<file path="src/rtl/mat_wb_seq_pkg.sv">
// rtl/mat_wb_seq_pkg.sv - shared matrix-pipeline types: write-select codes, sequencer states, size defaults
package mat_wb_seq_pkg;

  localparam int MAT_DIM_DEF  = 4;
  localparam int MREG_NUM_DEF = 4;

  typedef enum logic [1:0] {
    WSEL_NONE  = 2'b00,
    WSEL_REG   = 2'b01,
    WSEL_SLICE = 2'b10,
    WSEL_MAT   = 2'b11
  } wsel_e;

  typedef enum logic {
    IDLE  = 1'b0,
    BURST = 1'b1
  } state_e;

endpackage

</file>
<file path="src/rtl/mat_wb_rowbuf.sv">
// rtl/mat_wb_rowbuf.sv - captured whole-matrix buffer with a row read mux
module mat_wb_rowbuf
  import mat_wb_seq_pkg::*;
#(
  parameter int XLEN    = 32,
  parameter int MAT_DIM = MAT_DIM_DEF
) (
  input  logic                              clk,
  input  logic                              rstn,
  input  logic                              load,
  input  logic [MAT_DIM*MAT_DIM*XLEN-1:0]   mat_data,
  input  logic [$clog2(MAT_DIM)-1:0]        row_sel,
  output logic [MAT_DIM*XLEN-1:0]           row_data
);

  localparam int ROW_W = MAT_DIM * XLEN;

  logic [ROW_W-1:0] rows_q [MAT_DIM];

  always_ff @(posedge clk or negedge rstn) begin
    if (!rstn) begin
      for (int i = 0; i < MAT_DIM; i++) rows_q[i] <= '0;
    end else if (load) begin
      for (int i = 0; i < MAT_DIM; i++) rows_q[i] <= mat_data[i*ROW_W +: ROW_W];
    end
  end

  assign row_data = rows_q[row_sel];

endmodule

</file>
<file path="src/rtl/mat_wb_seq.sv">
// rtl/mat_wb_seq.sv - WB-stage writeback sequencer: scalar, slice and serialised whole-matrix writes
// Optional MAT_WB_PERF_EN adds the stall_cnt performance counter.
module mat_wb_seq
  import mat_wb_seq_pkg::*;
#(
  parameter int XLEN     = 32,
  parameter int MAT_DIM  = MAT_DIM_DEF,
  parameter int MREG_NUM = MREG_NUM_DEF
) (
  input  logic                              clk,
  input  logic                              rstn,
  input  logic                              wb_valid,
  output logic                              wb_ready,
  input  logic [1:0]                        w_select,
  input  logic [4:0]                        rd,
  input  logic [$clog2(MAT_DIM)-1:0]        slice_idx,
  input  logic [XLEN-1:0]                   wb_data,
  input  logic [MAT_DIM*XLEN-1:0]           slice_data,
  input  logic [MAT_DIM*MAT_DIM*XLEN-1:0]   mat_data,
  output logic                              reg_we,
  output logic [4:0]                        reg_waddr,
  output logic [XLEN-1:0]                   reg_wdata,
  output logic                              mrf_we,
  output logic [$clog2(MREG_NUM)-1:0]       mrf_waddr,
  output logic [$clog2(MAT_DIM)-1:0]        mrf_row,
  output logic [MAT_DIM*XLEN-1:0]           mrf_wdata,
  output logic                              busy
`ifdef MAT_WB_PERF_EN
  ,
  output logic [31:0]                       stall_cnt
`endif
);

  localparam int RW    = $clog2(MAT_DIM);
  localparam int MW    = $clog2(MREG_NUM);
  localparam int ROW_W = MAT_DIM * XLEN;

  state_e            state_q, state_d;
  logic [RW-1:0]     cnt_q, cnt_d;
  logic [MW-1:0]     midx_q, midx_d;
  wsel_e             wsel;
  logic              accept, last_row, load;
  logic [ROW_W-1:0]  row_data;

  logic              reg_we_d, mrf_we_d;
  logic [4:0]        reg_waddr_d;
  logic [XLEN-1:0]   reg_wdata_d;
  logic [MW-1:0]     mrf_waddr_d;
  logic [RW-1:0]     mrf_row_d;
  logic [ROW_W-1:0]  mrf_wdata_d;

  assign wsel     = wsel_e'(w_select);
  assign last_row = (cnt_q == RW'(MAT_DIM - 1));
  assign wb_ready = (state_q == IDLE) || (state_q == BURST && last_row);
  assign accept   = wb_valid && wb_ready;
  assign load     = accept && (wsel == WSEL_MAT);
  assign busy     = (state_q == BURST);

  // cnt is the row currently on the outputs, so the mux looks one row ahead
  mat_wb_rowbuf #(
    .XLEN    (XLEN),
    .MAT_DIM (MAT_DIM)
  ) u_rowbuf (
    .clk      (clk),
    .rstn     (rstn),
    .load     (load),
    .mat_data (mat_data),
    .row_sel  (cnt_q + RW'(1)),
    .row_data (row_data)
  );

  always_ff @(posedge clk or negedge rstn) begin
    if (!rstn) begin
      state_q   <= IDLE;
      cnt_q     <= '0;
      midx_q    <= '0;
      reg_we    <= 1'b0;
      reg_waddr <= '0;
      reg_wdata <= '0;
      mrf_we    <= 1'b0;
      mrf_waddr <= '0;
      mrf_row   <= '0;
      mrf_wdata <= '0;
    end else begin
      state_q   <= state_d;
      cnt_q     <= cnt_d;
      midx_q    <= midx_d;
      reg_we    <= reg_we_d;
      reg_waddr <= reg_waddr_d;
      reg_wdata <= reg_wdata_d;
      mrf_we    <= mrf_we_d;
      mrf_waddr <= mrf_waddr_d;
      mrf_row   <= mrf_row_d;
      mrf_wdata <= mrf_wdata_d;
    end
  end

  always_comb begin
    state_d = state_q;
    unique case (state_q)
      IDLE:  if (load) state_d = BURST;
      BURST: if (last_row) state_d = load ? BURST : IDLE;
    endcase
  end

  // accepts only happen in IDLE or the final burst row, so they never collide with a burst row write
  always_comb begin
    reg_we_d    = 1'b0;
    reg_waddr_d = reg_waddr;
    reg_wdata_d = reg_wdata;
    mrf_we_d    = 1'b0;
    mrf_waddr_d = mrf_waddr;
    mrf_row_d   = mrf_row;
    mrf_wdata_d = mrf_wdata;
    cnt_d       = cnt_q;
    midx_d      = midx_q;

    if (state_q == BURST && !last_row) begin
      mrf_we_d    = 1'b1;
      mrf_waddr_d = midx_q;
      mrf_row_d   = cnt_q + RW'(1);
      mrf_wdata_d = row_data;
      cnt_d       = cnt_q + RW'(1);
    end

    if (accept) begin
      unique case (wsel)
        WSEL_REG: begin
          if (rd != 5'd0) begin
            reg_we_d    = 1'b1;
            reg_waddr_d = rd;
            reg_wdata_d = wb_data;
          end
        end
        WSEL_SLICE: begin
          mrf_we_d    = 1'b1;
          mrf_waddr_d = rd[MW-1:0];
          mrf_row_d   = slice_idx;
          mrf_wdata_d = slice_data;
        end
        WSEL_MAT: begin
          // row 0 goes out straight from the input; the buffer is not loaded until this edge
          mrf_we_d    = 1'b1;
          mrf_waddr_d = rd[MW-1:0];
          mrf_row_d   = '0;
          mrf_wdata_d = mat_data[ROW_W-1:0];
          cnt_d       = '0;
          midx_d      = rd[MW-1:0];
        end
        WSEL_NONE: ;
      endcase
    end
  end

`ifdef MAT_WB_PERF_EN
  always_ff @(posedge clk or negedge rstn) begin
    if (!rstn)                     stall_cnt <= '0;
    else if (wb_valid && !wb_ready) stall_cnt <= stall_cnt + 32'd1;
  end
`endif

endmodule

</file>
<file path="config.mk">
export PLATFORM = sky130hd
export DESIGN_NAME = mat_wb_seq
export DESIGN_NICKNAME = d
export VERILOG_FILES = /design/src/rtl/mat_wb_seq_pkg.sv /design/src/rtl/mat_wb_rowbuf.sv /design/src/rtl/mat_wb_seq.sv
export SDC_FILE = /design/constraint.sdc
export NUM_CORES = 1
export LEC_CHECK = 0
export CAP_MARGIN = 20
export CELL_PAD_IN_SITES_DETAIL_PLACEMENT = 1
export CELL_PAD_IN_SITES_GLOBAL_PLACEMENT = 1
export CORE_AREA = 2 2 334 336
export CTS_CLUSTER_DIAMETER = 200
export DETAILED_ROUTE_END_ITERATION = 10
export DIE_AREA = 0 0 336 338
export HOLD_SLACK_MARGIN = 0.03
export PLACE_DENSITY = 0.7
export SYNTH_ARGS = -nofsm -noshare
export SYNTH_HDL_FRONTEND = slang
export SYNTH_SLANG_ARGS = --single-unit
</file>
<file path="constraint.sdc">
create_clock -name clk -period 2.8 [get_ports clk]
set_clock_uncertainty 0.15 [all_clocks]
set_input_delay 0.28 -clock clk [delete_from_list [all_inputs] [get_ports clk]]
set_output_delay 0.28 -clock clk [all_outputs]
set_load 0.02 [all_outputs]
</file>
==> results of run 1 <==
==> placed cells by master (no fill, tap or decap), types with 2 or more instances in the layout <==
cell,n
a21oi_1,130
a22o_1,3
buf_12,37
buf_4,60
bufinv_16,5
clkbuf_1,14
clkbuf_16,86
clkbuf_8,18
clkdlybuf4s50_1,853
clkinv_2,16
clkinv_4,3
clkinv_8,3
clkinvlp_4,5
dfrtp_1,687
diode_2,32
dlygate4sd3_1,355
inv_6,2
mux2_2,5
mux2_4,29
mux2i_1,130
mux4_2,128
nand2_1,1677
nor2_1,129
nor3b_1,2
o21ai_0,132
==> registers in the layout, summed over array words and instances, names as in the netlist, 2 cells and up <==
register         count
cnt_q                2
mrf_waddr            2
mrf_wdata          128
midx_q               2
reg_waddr            5
reg_wdata           32
u_rowbuf.rows_q    512
mrf_row              2
==> critical path, delay by kind of cell, from the launching register on <==
| family | cells | cell delay [ps] |
|---|---|---|
| flops | 1 | 520 |
| simple gates | 4 | 730 |
| buf+inv | 3 | 900 |
| fa+ha+maj | 1 | 180 |
==> power breakdown <==
part / switching, mW / internal (mW)
Sequential: 3.04 / 14.8
Clock: 4.62 / 6.56
Combinational: 9.70 / 9.10
Total: 17.4 / 30.4
==> worst max-delay path by stage <==
stage | to | slack [ps] | depth (start not counted)
6_report | u_rowbuf.rows_q[156] | 150 | 8
5_1_grt | u_rowbuf.rows_q[0] | 20 | 8
4_1_cts | wb_ready | 160 | 4
3_5_place_dp | u_rowbuf.rows_q[323] | 150 | 7
3_3_place_gp | u_rowbuf.rows_q[323] | 160 | 7
2_1_floorplan | mrf_wdata[119] | 710 | 6
==> what timing repair did <==
item,in CTS,in global routing
buffers inserted,0,0
hold buffers,355,0
hold endpoints to repair,415,0
resized for setup,1,0
endpoints found under the setup margin,1,0
==> Yosys cell counts <==
| cell | instances | share of area |
|---|---|---|
| a211oi_1 | 1 | 0.00024 |
| a21oi_1 | 130 | 0.021 |
| a22o_1 | 3 | 0.00084 |
| buf_1 | 24 | 0.0029 |
| buf_2 | 108 | 0.017 |
| buf_6 | 3 | 0.0011 |
| clkbuf_1 | 85 | 0.010 |
| dfrtp_1 | 688 | 0.55 |
| ha_1 | 1 | 0.00040 |
| inv_1 | 1 | 0.00012 |
| inv_4 | 1 | 0.00020 |
| mux2_2 | 5 | 0.0018 |
| mux2_4 | 29 | 0.014 |
| mux2i_1 | 130 | 0.042 |
| mux4_2 | 128 | 0.093 |
| nand2_1 | 1678 | 0.20 |
| nand4_1 | 1 | 0.00020 |
| nor2_1 | 129 | 0.016 |
| nor2b_1 | 1 | 0.00020 |
| nor3_2 | 1 | 0.00032 |
| nor3b_1 | 3 | 0.00072 |
| o21ai_0 | 132 | 0.021 |
| o21ai_4 | 1 | 0.00052 |
| or4_4 | 1 | 0.00036 |
| xnor2_1 | 1 | 0.00028 |
==> through the flow <==
step / power (mW) / util / hold slack [ps] / instances / cell area, um2
floorplan: 27.99 / - / -165.6 / 3285 / 31110
global placement: 35.43 / 0.3797 / 231.4 / 5506 / 41790
detailed placement: 36.10 / 0.3797 / 222.0 / 5506 / 41790
CTS: 48.04 / 0.4374 / 30.51 / 6012 / 48140
global route: 50.66 / 0.4380 / 33.43 / 6038 / 48210
finish: 47.78 / 0.4381 / 55.60 / 6044 / 48220
==> cell type report <==
class	instances	area [um2]	share of cell area
inverters	2	10.01	0.0002076
clock inverters	34	360.3	0.007473
repair buffers	1308	13320	0.2762
well taps	1488	1862	0.03861
diodes	32	80.08	0.001661
multi-input cells	2375	12930	0.2681
clock buffers	117	2439	0.05057
flip-flops and latches	688	17220	0.3571
==> per-layer routing <==
metal	wire [um]	track usage	up-vias
met3	6535	0.04519	282
met5	94	0	-
met1	55790	0.2897	14720
li1	-	-	12970
met4	5295	0.09990	14
met2	67210	0.3953	808
==> cells by family (layout without fill, tap and decap cells) <==
logic type / count (synthesis) / in the layout
compound gates: 267 / 267
flops: 688 / 688
mux: 292 / 292
other cells: 0 / 32
xor+xnor: 1 / 1
simple gates: 1814 / 1814
buf+inv: 222 / 1461
fa+ha+maj: 1 / 1
==> flow_metrics.env, run 1 <==
export IMPL_fin_nets=5143
export IMPL_setup_viol=0
export IMPL_place_ws_ps=152.8
export IMPL_cp_end_kind="flip-flop"
export IMPL_ir_worst_vdd_uv=1163
export IMPL_cellPowerDensity_nw_per_um2=990.9
export IMPL_wirelength_um=134900
export IMPL_drv_slew=0
export IMPL_cp_startpoint="cnt_q[0]"
export IMPL_cts_sinks=688
export IMPL_rsz0062_at_grt="no"
export IMPL_die_w_um=336
export IMPL_rr_endpoint="u_rowbuf.rows_q[156]"
export IMPL_hold_path_endpoint="u_rowbuf.rows_q[132]"
export IMPL_fmax_mhz=376.8
export IMPL_dp_final_hpwl_um=94310
export IMPL_ys_seq_area_frac=0.5535
export IMPL_grt_pass1_wl_um=200100
export IMPL_cts_tree="yes"
export IMPL_syn_num_nets=3970
export IMPL_grt_usage=0.2331
export IMPL_leakagePower_nw=22.38
export IMPL_holdCritStartpoint="mat_data[260]"
export IMPL_synth_fa_ha_area_frac=0.0004022
export IMPL_synth_mux_area_frac=0.1503
export IMPL_firstDrtPassIters=5
export IMPL_hp_class="input pin to flip-flop"
export IMPL_period_needed_ps=2654
export IMPL_status="finished clean"
export IMPL_worstPathArrival_ps=3090
export IMPL_cts_buffers_inserted=83
export IMPL_synth_area_um2=31110
export IMPL_route_detailed_drc=0
export IMPL_ant_nets=0
export IMPL_relSlewSlack=0.4411
export IMPL_r2r_start="cnt_q[0]"
export IMPL_synthSimpleGateAreaFrac=0.2199
export IMPL_crit_fanout=45
export IMPL_grt_max_degree=107
export IMPL_cpMaxStageDelayCell="dfrtp_4"
export IMPL_clock_path_buffers=3
export IMPL_required_ps=3230
export IMPL_core_um2=110100
export IMPL_timing_final_crit_share=0.9477
export IMPL_max_cap_violations=0
export IMPL_grt_pass1_vias=31650
export IMPL_clk_latency_ps=650
export IMPL_ys_ff_latch=688
export IMPL_holdPathStages=3
export IMPL_drt_iter0_markers=1489
export IMPL_hold_viol=0
export IMPL_syn_inst=3285
export IMPL_setup_tns_ps=0
export IMPL_drive_above_1_share=0.08996
export IMPL_start_util=0.2826
export IMPL_vias=28790
export IMPL_layout_setup_ws_ps=146.3
export IMPL_clk_pin_slew_ps=60
export IMPL_chipHeight_um=338
export IMPL_antenna_found_initial=37
export IMPL_cpPeakStageDelay_ps=520
export IMPL_ys_types=25
export IMPL_ios=857
export IMPL_num_fill_cells=12300
export IMPL_wire_per_inst_um=22.32
export IMPL_synth_top_family_by_area="simple AND/OR/NAND/NOR gates"
export IMPL_path_class="flip-flop to flip-flop"
export IMPL_via_per_inst=4.764
export IMPL_syn_area_per_cell_um2=9.470
export IMPL_clock_root_buffer="clkbuf_16"
export IMPL_crit_chain="ha_4 -> nor2b_4 -> inv_1 -> nand4_1 -> buf_12 -> buf_4 -> nand2_1 -> nand2_1"
export IMPL_io_buffers=856
export IMPL_ys_warn_count=0
export IMPL_gr_total_overflow=0
export IMPL_synth_compound_area_frac=0.04376
export IMPL_worst_pin_slew_ps=838.4
export IMPL_rrSetupSlack_ps=150
export IMPL_reg2reg_depth=8
export IMPL_die_area_um2=113600
export IMPL_synth_xor_area_share=0.0002816
export IMPL_cp_start_kind="flip-flop"
export IMPL_cpMostUsedCell="nand2_1"
export IMPL_syn_to_final_growth_pct=55.02
export IMPL_rows=122
export IMPL_routabilityCongestion=0.8596
export IMPL_h_tree_depth=3
Note: power is estimated with default switching activity, not from simulation.
==> run 2, diff against run 1 <==
HOLD_SLACK_MARGIN = 0.08   (was 0.03)
REMOVE_ABC_BUFFERS = 1   (was unset)
==> run 2 against run 1 <==
Against the previous run:
- global-route usage shrank 0.57 points
- setup slack improved by 130 ps
- critical path depth fell by 4
- routed wire length decreased by 2.4%
- clock power is essentially flat
- design area increased by 3.2%
- clock-buffer cell count increased by 5
- maximum frequency grew 5.1%
- via count rose by 2.4%
- sequential share of layout area decreased by 1.1 points
- hold slack better by 48 ps
- critical endpoint is now wb_ready
==> flow_metrics.env, run 2 (same netlist as run 1, synthesis figures left out) <==
export IMPL_design_area_um2=49750
export IMPL_vias=29480
export IMPL_top_regs="u_rowbuf.rows_q x512, mrf_wdata x128, reg_wdata x32"
export IMPL_required_ps=2370
export IMPL_route_detailed_drc=0
export IMPL_comb_power_share=0.398
export IMPL_hold_viol=0
export IMPL_h_tree_depth=3
export IMPL_grt_pass1_wl_um=197900
export IMPL_rows=122
export IMPL_drv_slew=0
export IMPL_drt_iter0_markers=1405
export IMPL_postCtsSetupBuffers=0
export IMPL_clk_pin_slew_ps=60
export IMPL_max_cap_violations=0
export IMPL_cp_end_kind="output port"
export IMPL_final_common_cell="nand2_1"
export IMPL_crit_fanout=5
export IMPL_hp_class="input pin to flip-flop"
export IMPL_syn_to_final_growth_pct=59.94
export IMPL_chipHeight_um=338
export IMPL_crit_chain="ha_4 -> nor2b_4 -> inv_1 -> dlygate4sd2_1"
export IMPL_worst_pin_slew_ps=849.1
export IMPL_final_cell_mix="nand2_1, clkdlybuf4s50_1, dfrtp_1"
export IMPL_ios=857
export IMPL_cts_tree="yes"
export IMPL_critPathBufInv=2
export IMPL_path_class="flip-flop to output port"
export IMPL_dpl_cell_area_um2=41990
export IMPL_setup_viol=0
export IMPL_ant_nets=0
export IMPL_worstPathArrival_ps=2090
export IMPL_cts_sinks=688
export IMPL_leakagePower_nw=23.05
export IMPL_setup_tns_ps=0
export IMPL_dp_final_hpwl_um=86870
export IMPL_timing_final_crit_share=0.9014
export IMPL_clock_path_buffers=3
export IMPL_period_needed_ps=2524
export IMPL_grt_pass1_vias=33240
export IMPL_io_buffers=856
export IMPL_grt_usage=0.2274
export IMPL_core_um2=110100
export IMPL_clk_latency_ps=660
export IMPL_wirelength_um=131700
export IMPL_wire_per_inst_um=21.29
export IMPL_gr_total_overflow=0
export IMPL_fmax_mhz=396.2
export IMPL_fin_hold_ws_ps=103.4
export IMPL_cp_start_kind="flip-flop"
export IMPL_cpPeakStageDelay_ps=520
export IMPL_cpLargestDelayFamily="buffers and inverters"
export IMPL_grt_max_degree=129
export IMPL_place_inst=5522
export IMPL_p_int_mw=30.79
export IMPL_pwr_share_clk=0.233
export IMPL_stdcell_count=6187
export IMPL_ir_worst_vdd_uv=877.9
export IMPL_largest_register="u_rowbuf.rows_q"
export IMPL_start_util=0.2826
export IMPL_switching_share=0.3578
export IMPL_seq_power_share=0.369
export IMPL_routabilityCongestion=0.8280
export IMPL_cpMaxStageDelayCell="dfrtp_4"
export IMPL_die_area_um2=113600
export IMPL_switching_power_mw=17.16
export IMPL_fin_nets=5291
export IMPL_via_per_inst=4.765
export IMPL_cellPowerDensity_nw_per_um2=963.7
export IMPL_relSlewSlack=0.4339
export IMPL_die_w_um=336
export IMPL_largest_register_ffs=512
export IMPL_clock_root_buffer="clkbuf_16"
export IMPL_antenna_found_initial=38
export IMPL_status="finished clean"
export IMPL_drive_above_1_share=0.09013
export IMPL_rsz0062_at_grt="no"
export IMPL_firstDrtPassIters=7
export IMPL_cts_buffers_inserted=82
export IMPL_num_fill_cells=12200
-- run 2: cell count changes in the layout (fill, tap and decap cells not counted), sizes merged, moves of 3 or more --
cell	previous run	this run
dlygate4sd3	355	487
clkinv	22	16
clkbuf	118	123
buf	98	115
diode	32	28
clkinvlp	5	2
-- run 2: path summary, 6_finish.rpt --
path / from / to / slack, ps / cells past startpoint
worst max-delay path: cnt_q[0] / wb_ready / 280 / 4
worst min-delay path: mat_data[448] / u_rowbuf.rows_q[64] / 100 / 3
worst max register to register: cnt_q[0] / u_rowbuf.rows_q[214] / 330 / 8
worst min register to register: u_rowbuf.rows_q[106] / u_rowbuf.rows_q[106] / 320 / 2
max in group asynchronous: rstn / reg_wdata[1] / 1580 / 3
min in group asynchronous: rstn / reg_wdata[25] / 290 / 3
-- run 2: layout make-up --
type | count | area, um2 | area share
antenna | 28 | 70.07 | 0.001408
clock buffer | 122 | 2475 | 0.04974
clock inverter | 27 | 321.6 | 0.006463
inverter | 2 | 10.01 | 0.0002012
multi-input combinational | 2375 | 12930 | 0.2599
sequential | 688 | 17220 | 0.3461
tap | 1488 | 1862 | 0.03742
timing repair buffer | 1457 | 14860 | 0.2988
-- run 2: metal layers --
metal | vias to the layer above | track usage | share of wire | wire length (um)
met4 | 18 | 0.1184 | 0.048 | 6372
li1 | 13280 | - | - | -
met2 | 968 | 0.4020 | 0.51 | 66800
met1 | 14890 | 0.2586 | 0.39 | 50990
met3 | 321 | 0.04782 | 0.057 | 7455
met5 | - | 0 | 0.00085 | 112
-- run 2: worst register-to-register path, delay by kind of cell (launching register included) --
| family | cells | cell delay [ps] |
|---|---|---|
| and+or+nand+nor | 4 | 760 |
| buffers and inverters | 3 | 790 |
| DFF | 1 | 520 |
| adders and majority gates | 1 | 180 |
-- run 2: stage by stage --
| stage | power, mW | setup slack [ps] | utilization |
|---|---|---|---|
| finish | 47.95 | 276.0 | 0.4521 |
| global route | 50.79 | 185.5 | 0.4519 |
| CTS | 47.99 | 211.8 | 0.4514 |
| detailed placement | 35.97 | 283.3 | 0.3815 |
| global placement | 35.23 | 364.0 | 0.3815 |
| floorplan | 23.95 | -54890 | - |
-- run 2: power by group through the flow --
stage	combinational (mW)	clock (mW)	sequential, mW
global route	20.8	11.8	18.2
finish	19.1	11.2	17.7
detailed placement	18.3	0	17.7
global placement	17.8	0	17.4
CTS	19.0	11.4	17.6
floorplan	7.47	0	16.5
-- run 2: what timing repair did --
action                                   CTS  global route
hold endpoints to repair                1150             0
endpoints found under the setup margin     1             0
hold buffers                             488             0
gates resized for setup                    1             0
==> run 3, diff against run 2 <==
CORE_AREA = unset   (was 2 2 334 336)
CORE_ASPECT_RATIO = 0.6   (was unset)
CORE_MARGIN = 2   (was unset)
CORE_UTILIZATION = 33   (was unset)
DIE_AREA = unset   (was 0 0 336 338)
PLACE_DENSITY = 0.82   (was 0.7)
clock period = 2.09 ns   (was 2.8 ns; I/O delays follow)
==> run 3 against run 2 <==
Against the previous run:
- the run now ends with setup timing left
- largest cell class is now non-clock buffers
- core utilization grew 10 points
- register-to-register slack worse by 610 ps
- largest power group unchanged
- sequential cell count unchanged
- non-clock buffer count up 176
- first-iteration DRC count is 130% higher
- setup slack got worse by 560 ps
- sequential power increased by 43%
- combinational power up 67%
- routed wire length is 42% higher
- global-route usage increased by 10 points
- cell count fell by 1.3%
- critical endpoint is now mrf_wdata[127]
- hold slack better by 30 ps
==> flow_metrics.env, run 3 (same netlist as run 1, synthesis figures left out) <==
export IMPL_status="complete, but fails checks"
export IMPL_violations="setup timing"
export IMPL_cp_start_kind="flip-flop"
export IMPL_grt_max_degree=104
export IMPL_cpLargestDelayFamily="buffers and inverters"
export IMPL_required_ps=2470
export IMPL_fmax_mhz=421.3
export IMPL_crit_chain="ha_4 -> nor2b_4 -> buf_6 -> buf_4 -> clkbuf_16 -> nand2_1 -> o21ai_0"
export IMPL_wire_per_inst_um=30.62
export IMPL_chipHeight_um=241.8
export IMPL_top_regs="u_rowbuf.rows_q x512, mrf_wdata x128, reg_wdata x32"
export IMPL_gr_total_overflow=0
export IMPL_worst_pin_slew_ps=584.4
export IMPL_hp_class="input pin to flip-flop"
export IMPL_busiest_layer="met2"
export IMPL_cp_end_kind="flip-flop"
export IMPL_clock_root_buffer="clkbuf_16"
export IMPL_largest_register="u_rowbuf.rows_q"
export IMPL_ios=857
export IMPL_grt_pass1_wl_um=241600
export IMPL_design_area_um2=52050
export IMPL_leakagePower_nw=24.56
export IMPL_firstDrtPassIters=7
export IMPL_globalRouteMet1Util=0.3574
export IMPL_clock_path_buffers=3
export IMPL_ant_nets=0
export IMPL_cellPowerDensity_nw_per_um2=1358
export IMPL_rows=87
export IMPL_h_tree_depth=3
export IMPL_die_area_um2=96820
export IMPL_core_um2=93720
export IMPL_critPathBufInv=3
export IMPL_antenna_found_initial=40
export IMPL_largest_register_ffs=512
export IMPL_crit_fanout=41
export IMPL_final_cell_mix="nand2_1, clkdlybuf4s50_1, dfrtp_1"
export IMPL_layout_setup_ws_ps=-283.8
export IMPL_cts_buffers_inserted=71
export IMPL_num_fill_cells=9995
export IMPL_cpMaxStageDelayCell="dfrtp_4"
export IMPL_ir_worst_vdd_uv=761.0
export IMPL_hold_viol=0
export IMPL_dp_final_hpwl_um=89900
export IMPL_cpPeakStageDelay_ps=510
export IMPL_p_total_mw=70.71
export IMPL_drv_slew=0
export IMPL_relSlewSlack=0.6104
export IMPL_die_w_um=400.4
export IMPL_worstPathArrival_ps=2750
export IMPL_rsz0062_at_grt="yes"
export IMPL_clk_latency_ps=640
export IMPL_path_class="flip-flop to flip-flop"
export IMPL_vias=34980
export IMPL_final_common_cell="nand2_1"
export IMPL_clk_pin_slew_ps=80
export IMPL_grt_usage=0.3290
export IMPL_timing_final_crit_share=1.136
export IMPL_use_met2=0.5805
export IMPL_drive_above_1_share=0.1398
export IMPL_fin_nets=5456
export IMPL_grt_util_met3=0.06799
export IMPL_drt_iter0_markers=3228
export IMPL_syn_to_final_growth_pct=67.34
export IMPL_io_buffers=856
export IMPL_setup_tns_ps=-9973
export IMPL_cts_tree="yes"
export IMPL_period_needed_ps=2374
export IMPL_dpl_cell_area_um2=42180
export IMPL_cts_sinks=688
export IMPL_start_util=0.3319
export IMPL_routabilityCongestion=0.8481
export IMPL_route_detailed_drc=0
export IMPL_max_cap_violations=0
export IMPL_wirelength_um=186900
export IMPL_setup_viol=295
export IMPL_via_per_inst=5.730
export IMPL_grt_pass1_vias=37540
-- run 3: path summary, 6_finish.rpt --
check                                           from              endpoint  slack [ps]  cells after the start
worst max-delay path                        cnt_q[0]        mrf_wdata[127]        -280                      7
worst min-delay path                     mat_data[0]  u_rowbuf.rows_q[384]         130                      3
worst max register to register              cnt_q[0]        mrf_wdata[127]        -280                      7
worst min register to register  u_rowbuf.rows_q[136]  u_rowbuf.rows_q[136]         330                      2
max in group asynchronous                       rstn  u_rowbuf.rows_q[418]         810                      4
min in group asynchronous                       rstn   u_rowbuf.rows_q[64]         180                      3
-- run 3: what timing repair did --
action	in CTS	in global routing
buffers inserted	3	17
setup endpoints to repair	311	632
cloned	1	41
pin swaps	2	14
hold buffers	534	0
endpoints found under the hold margin	1220	0
resized for setup	35	295
-- run 3: tightest hold or removal path, stage by stage --
cell and delay (ps):
clkdlybuf4s50_1 480, nand2_1 120, nand2_1 60
-- run 3: layout make-up --
type	instances	area, um2	area share
well taps	1246	1559	0.02995
flip-flops and latches	688	17220	0.3308
diodes	38	95.09	0.001827
inverters	2	12.51	0.0002404
repair buffers	1633	17470	0.3357
multi-input cells	2375	13420	0.2578
clock inverters	18	196.4	0.003774
clock buffers	105	2074	0.03985
-- run 3: power by group --
group          switching, mW  total [mW]  internal, mW  leakage [nW]
Combinational           17.4        31.9          14.5          14.8
Sequential              5.53        25.3          19.8          8.59
Clock                   6.32        13.5          7.19          1.12
-- run 3: per-layer routing --
layer | wire (um) | up-vias
met2 | 91750 | 2610
met3 | 14740 | 1092
li1 | - | 13630
met1 | 63490 | 17640
met5 | 31 | -
met4 | 16930 | 6
-- run 3: per-stage QoR --
step | utilization | worst slack (ps) | std cells | hold WS, ps
after floorplan | - | -55600 | 3065 | -236.6
after global placement | 0.4501 | -157.6 | 5348 | -31.68
after detailed placement | 0.4501 | -266.9 | 5348 | -32.36
after CTS | 0.5325 | -105.9 | 6009 | 82.82
after global routing | 0.5554 | -333.1 | 6105 | 106.6
final | 0.5554 | -283.8 | 6105 | 133.1
